--- config.mk ---
export PLATFORM = sky130hd
export DESIGN_NAME = dsp_mac_pipe
export DESIGN_NICKNAME = d
export VERILOG_FILES = /design/src/rtl/dsp_mac_pipe.sv
export SDC_FILE = /design/constraint.sdc
export NUM_CORES = 2
export LEC_CHECK = 0
export CORE_MARGIN = 3
export CORE_UTILIZATION = 47
export DETAILED_ROUTE_END_ITERATION = 8
export GPL_TIMING_DRIVEN = 0
export PLACE_DENSITY = 0.68
export RECOVER_POWER = 100
export SLEW_MARGIN = 5
export SYNTH_ARGS = -nofsm -noshare
export SYNTH_HDL_FRONTEND = slang
export SYNTH_SLANG_ARGS = --single-unit
--- constraint.sdc ---
create_clock -name clk -period 9.54 [get_ports clk]
set_clock_uncertainty 0.2 [all_clocks]
set_input_delay 1.908 -clock clk [delete_from_list [all_inputs] [get_ports clk]]
set_output_delay 1.908 -clock clk [all_outputs]
set_load 0.02 [all_outputs]
--- src/rtl/dsp_mac_pipe.sv ---
// dsp_mac_pipe
//   Signed three-stage pre-add / multiply / post-add slice with valid/ready
//   flow control, frame-based accumulation and optional saturation.
//
//   S1 registers the operands and controls, S2 holds the product
//   M = a * (d +/- b | b), and S3 holds p = Z +/- M, where Z is selected
//   from zero, c or the local accumulator.
//
// Ports
//   clk, rstn                  clock (rising edge), async active-low reset
//   in_valid/in_ready/in_last  input handshake and frame delimiter
//   a, b, d, c                 signed operands (AW, BW, DW, PW bits)
//   use_pre, pre_sub           pre-adder enable and d-b / d+b select
//   z_sel, post_sub            post-adder Z select (0 zero, 1 c, 2 acc, 3 zero)
//                              and Z-M / Z+M select
//   out_valid/out_ready        output handshake
//   p, overflow, out_last      result, per-beat overflow, delayed in_last
//   ovf_sticky, clr_sticky     sticky overflow flag and its synchronous clear
module dsp_mac_pipe #(
  parameter int AW       = 18,
  parameter int BW       = 18,
  parameter int DW       = 18,
  parameter int PW       = 48,
  parameter bit SATURATE = 1'b1
) (
  input  logic                 clk,
  input  logic                 rstn,
  input  logic                 in_valid,
  output logic                 in_ready,
  input  logic                 in_last,
  input  logic signed [AW-1:0] a,
  input  logic signed [BW-1:0] b,
  input  logic signed [DW-1:0] d,
  input  logic signed [PW-1:0] c,
  input  logic                 use_pre,
  input  logic                 pre_sub,
  input  logic [1:0]           z_sel,
  input  logic                 post_sub,
  output logic                 out_valid,
  input  logic                 out_ready,
  output logic signed [PW-1:0] p,
  output logic                 overflow,
  output logic                 out_last,
  output logic                 ovf_sticky,
  input  logic                 clr_sticky
);

  localparam int QW = ((BW > DW) ? BW : DW) + 1;
  localparam int MW = AW + QW;
  localparam int EW = PW + 2;

  localparam logic signed [EW-1:0] E_MAX = {3'b000, {(PW-1){1'b1}}};
  localparam logic signed [EW-1:0] E_MIN = {3'b111, {(PW-1){1'b0}}};
  localparam logic signed [PW-1:0] P_MAX = {1'b0, {(PW-1){1'b1}}};
  localparam logic signed [PW-1:0] P_MIN = {1'b1, {(PW-1){1'b0}}};

  if (AW + QW > PW) begin : g_width_check
    $error("dsp_mac_pipe: AW + max(BW,DW) + 1 must not exceed PW");
  end

  logic adv;

  // Stage 1 registers
  logic                 s1_valid;
  logic signed [AW-1:0] a1;
  logic signed [BW-1:0] b1;
  logic signed [DW-1:0] d1;
  logic signed [PW-1:0] c1;
  logic                 use_pre1, pre_sub1, post_sub1, last1;
  logic [1:0]           z_sel1;

  // Stage 2 registers
  logic                 s2_valid;
  logic signed [MW-1:0] m2;
  logic signed [PW-1:0] c2;
  logic                 post_sub2, last2;
  logic [1:0]           z_sel2;

  // Stage 3 state
  logic signed [PW-1:0] acc;

  // Combinational stage results
  logic signed [QW-1:0] b_q, d_q, q;
  logic signed [MW-1:0] a_m, q_m, m_n;
  logic signed [EW-1:0] z_e, m_e, sum;
  logic signed [PW-1:0] p_n;
  logic                 ovf_n;

  // A single advance enable for the whole pipe: any stall freezes every stage.
  assign adv      = !out_valid || out_ready;
  assign in_ready = adv;

  always_ff @(posedge clk or negedge rstn) begin
    if (!rstn) begin
      s1_valid  <= 1'b0;
      a1        <= '0;
      b1        <= '0;
      d1        <= '0;
      c1        <= '0;
      use_pre1  <= 1'b0;
      pre_sub1  <= 1'b0;
      post_sub1 <= 1'b0;
      last1     <= 1'b0;
      z_sel1    <= '0;
    end else if (adv) begin
      s1_valid  <= in_valid;
      a1        <= a;
      b1        <= b;
      d1        <= d;
      c1        <= c;
      use_pre1  <= use_pre;
      pre_sub1  <= pre_sub;
      post_sub1 <= post_sub;
      last1     <= in_last;
      z_sel1    <= z_sel;
    end
  end

  // Pre-adder is one bit wider than its operands, so d +/- b never wraps.
  always_comb begin
    b_q = {{(QW-BW){b1[BW-1]}}, b1};
    d_q = {{(QW-DW){d1[DW-1]}}, d1};
    if (!use_pre1)    q = b_q;
    else if (pre_sub1) q = d_q - b_q;
    else              q = d_q + b_q;
    a_m = {{QW{a1[AW-1]}}, a1};
    q_m = {{AW{q[QW-1]}}, q};
    m_n = a_m * q_m;
  end

  always_ff @(posedge clk or negedge rstn) begin
    if (!rstn) begin
      s2_valid  <= 1'b0;
      m2        <= '0;
      c2        <= '0;
      post_sub2 <= 1'b0;
      last2     <= 1'b0;
      z_sel2    <= '0;
    end else if (adv) begin
      s2_valid  <= s1_valid;
      m2        <= m_n;
      c2        <= c1;
      post_sub2 <= post_sub1;
      last2     <= last1;
      z_sel2    <= z_sel1;
    end
  end

  // Post-add at PW+2 bits so that the true result is always representable
  // and the range check below is exact.
  always_comb begin
    case (z_sel2)
      2'd1:    z_e = {{2{c2[PW-1]}}, c2};
      2'd2:    z_e = {{2{acc[PW-1]}}, acc};
      default: z_e = '0;
    endcase
    m_e   = {{(EW-MW){m2[MW-1]}}, m2};
    sum   = post_sub2 ? (z_e - m_e) : (z_e + m_e);
    ovf_n = (sum > E_MAX) || (sum < E_MIN);
    if (SATURATE && ovf_n) p_n = sum[EW-1] ? P_MIN : P_MAX;
    else                   p_n = sum[PW-1:0];
  end

  // Output registers and accumulator change only when a real beat enters S3;
  // a frame-closing beat leaves acc at zero for the next frame.
  always_ff @(posedge clk or negedge rstn) begin
    if (!rstn) begin
      out_valid <= 1'b0;
      p         <= '0;
      overflow  <= 1'b0;
      out_last  <= 1'b0;
      acc       <= '0;
    end else if (adv) begin
      out_valid <= s2_valid;
      if (s2_valid) begin
        p        <= p_n;
        overflow <= ovf_n;
        out_last <= last2;
        acc      <= last2 ? '0 : p_n;
      end
    end
  end

  always_ff @(posedge clk or negedge rstn) begin
    if (!rstn)                           ovf_sticky <= 1'b0;
    else if (clr_sticky)                 ovf_sticky <= 1'b0;
    else if (adv && s2_valid && ovf_n)   ovf_sticky <= 1'b1;
  end

endmodule

==> reports/results.txt <==
The flow ran to the end, but the final reports show violations. The final reports fail on max-capacitance violations, max-slew violations. For the die footprint, the log shows 68100 sq um. The synthesized netlist devotes 20.1% of its cell area to simple gates.

The most repeated library cell on the critical path is fa_1. Across every metal layer, demand over resource in global routing totals 26.7%. Yosys printed 0 warnings. The post-route netlist has 6.79% of its cells at a drive strength greater than 1.

The number of clock sinks was 299. The worst hold path belongs to the class flop to flop. The synthesized area is 30600 sq um, and the number of nets in the final layout is 4457. The tools report the arrival time at the worst endpoint as 9610 ps.

Buffers inserted to repair hold after CTS numbered 0. The die is 261 microns wide. Total count of max-transition violations in the final report: 304.

Sequential cells were found to cover 24.5% of the synthesized design area. Achievable frequency: 0.107 GHz. The detail route stage leaves a number of antenna-violating nets equal to 0. The clock passes through at most 3 buffers. Detailed routing inserted a total of 25600 vias.

The number of antenna violations at the first check in global routing is 0. After routing the design area is 35300 sq um. For the pin with the worst max-slew slack, the measured transition is 4990 ps.

Among all cell types in the netlist, the one instantiated most often is nand2_1. Summing the areas of all compound-gate instances in the mapped netlist gives 13.1% of the synthesized area. The area fraction of the dominant cell type after synthesis was 24.5%.

The number of flops mapped to enable cells by yosys is 0. Once the floorplan was initialized, standard cells occupied 48.0% of the core. Cell type with the largest total area after synthesis: dfrtp_1.

166 I/O pins were placed. The H-tree was split into 2 levels. Data on the critical path is required at its endpoint by 9770 ps. For this block, the initial DRC count from the detailed router was 1688. The number of global-route vias before repair is 25900, and the relative slew slack is -233%.

The cell count after synthesis came out at 3595. Largest family of logic cells by synthesized area: adder cells. Port buffering added 165 buffers.

Sorting the synthesized cells by area gives the leading types as dfrtp_1, fa_1, nand2_1, ha_1, inv_1. The first detailed-routing pass took 5 iterations. For this run, the slowest stage of the critical path takes 520 ps. After synthesis, the most frequently instantiated cells are nand2_1, inv_1, fa_1, dfrtp_1, nor2_1. After filler insertion, the fill cell instance count of the layout stands at 5881. The post-synthesis share of cell area spent on xor and xnor gates is 4.18%, and the number of different library cells in the post-synthesis netlist is 84. Summed over all nets, the half-perimeter wirelength after detailed placement is 73.6 mm.

The slowest stage of the critical path is the fa_1 cell. Final critical-path required period: 9380 ps. The critical path is of the flop to flop type. TritonCTS buffer count: 35.

In the final routed layout, each cell accounts on average for 19.1 microns. The tools report the residual overflow from global routing as 0. The repair_antennas step left the layout with diodes totalling 0.

The fraction of synthesis flops using an asynchronous set or reset pin was 100%. The area taken by flip-flops and latches is 7490 sq um. In the finished design, the share of the clock period the worst path needs comes to 98.4%.

The post-synthesis adder-cell area fraction was 29.3%; the synthesized net count was 4217. The predominant post-synthesis flop cell is dfrtp_1. Of all nets on the critical path, the largest fanout is 8.

In the final layout, the multi-input gates occupy 21100 sq um. The number of flip-flops and latches in the synthesized netlist is 299, and the mean area per synthesized cell is 8.50 sq um. For the pin count of the biggest net entering global routing, the log shows 118. Setup repair after global routing could not meet its margin everywhere.

The clock latency reported for the late side of the worst-skew pair was 580 ps; the routability congestion estimate was 0.945. The library cell used as clock root buffer is clkbuf_16. The kind of start point of the critical path was a flop. Using the TritonRoute via totals, the vias-per-cell ratio works out to 5.45. The run gives 0 as the total count of hold-check failures in the final report. The tools report the wire length reported by the detailed router as 89.9 mm. The area added between synthesis and finish is 15.4%, and the area of the core is 63700 sq um.

The first global-routing pass estimated 142 mm of wire. After detailed routing, the number of remaining DRC violations is 0. The die outline height was 261 microns; the number of placed cells counting well taps was 4609. Element type at the critical path end: a flop. Number of standard cells in the final layout excluding fillers: 4703. Setup violations remaining at the end of the flow were counted as 0.

After clock tree synthesis, the clock-pin slew on the worst setup and hold paths is 60 ps. Number of core rows: 92. Of the post-synthesis cell area, the part taken by muxes is 0.688%. TritonCTS built the clock tree.

The instance area after placement came out at 33400 sq um. The tool flagged a number of max-cap violations equal to 3.
==> worst max-delay path, delay by kind of cell, from the launching register on <==
kind | cells | cell delay [ps]
AO/OA/AOI/OAI | 16 | 3020
buffers and inverters | 10 | 1060
XOR/XNOR | 1 | 200
AND/OR/NAND/NOR | 3 | 760
adder cells (fa/ha/maj) | 8 | 3390
multiplexers | 1 | 180
flip-flops | 1 | 400
==> per-stage QoR <==
stage	utilization (%)	setup WS, ps	hold slack, ps	setup TNS, ps
2_1_floorplan	-	40.6	239	0
3_3_place_gp	52.3	-6550	252	-1961970
3_5_place_dp	52.4	-2020	256	-20100
4_1_cts	55.0	11.1	269	0
5_1_grt	55.4	-168	292	-809
6_report	55.4	157	265	0
==> per-layer routing <==
metal | GRT usage (%) | vias up | part of all wire, %
met2 | 46.5 | 763 | 48
met3 | 3.54 | 190 | 5.2
li1 | - | 12100 | -
met5 | 0 | - | 0
met1 | 33.7 | 12600 | 42
met4 | 10.9 | 0 | 4.6
==> flip-flops by register name, indices dropped and copies added (netlist names) <==
signal and flops:
z_sel1 2, out_valid 1, m2 37, s2_valid 1, z_sel2 2, post_sub2 1
ovf_sticky 1, c1 48, s1_valid 1, p 48, post_sub1 1, last1 1
d1 18, out_last 1, acc 48, overflow 1, last2 1, pre_sub1 1
c2 48, use_pre1 1, b1 18, a1 18
==> what timing repair did <==
item / CTS / global route
endpoints found under the setup margin: 18 / 12
pin swaps: 26 / 45
gates resized for setup: 71 / 72
buffers inserted: 24 / 14
==> layout make-up <==
class	count	share of cell area, %
Timing Repair Buffer	206	5.54
Buffer	194	2.41
Tap cell	846	3.00
Clock buffer	47	2.73
Sequential cell	299	21.2
Inverter	454	4.84
Multi-Input combinational cell	2645	59.7
Clock inverter	12	0.515
==> path summary, 6_finish.rpt <==
| check | from | endpoint | slack (ps) | cells past startpoint |
|---|---|---|---|---|
| max | pre_sub1 | m2[35] | 160 | 39 |
| min | c1[17] | c1[17] | 270 | 2 |
| max reg2reg | pre_sub1 | m2[35] | 160 | 39 |
| min reg2reg | c1[17] | c1[17] | 270 | 2 |
| max in group asynchronous | rstn | c2[40] | 1460 | 2 |
| min in group asynchronous | rstn | c1[23] | 2940 | 1 |
==> cells by family after synthesis <==
family                   after synthesis
AND/OR/NAND/NOR                     1395
buffers and inverters                651
AO/OA/AOI/OAI                        575
adder cells (fa/ha/maj)              511
flip-flops                           299
XOR/XNOR                             145
multiplexers                          19
==> layout by cell type, fill, tap and decap left out, drive strengths merged, types with 19 or more instances in the layout <==
cell / count
xor2: 35
buf: 76
a22oi: 50
nand2: 774
fa: 342
o21ai: 97
a21o: 37
a221o: 32
clkdlybuf4s50: 111
a31oi: 23
and2: 163
nor2: 256
ha: 167
xnor2: 110
nor3: 47
a21oi: 136
dfrtp: 299
inv: 457
dlygate4sd3: 53
clkbuf: 207
o211ai: 27
a311oi: 20
nand2b: 19
nand3: 32
a211oi: 50
Power is left out: the tool's default activity adds up to more than one toggle a clock period on the data nets, which glitch-free logic cannot reach.
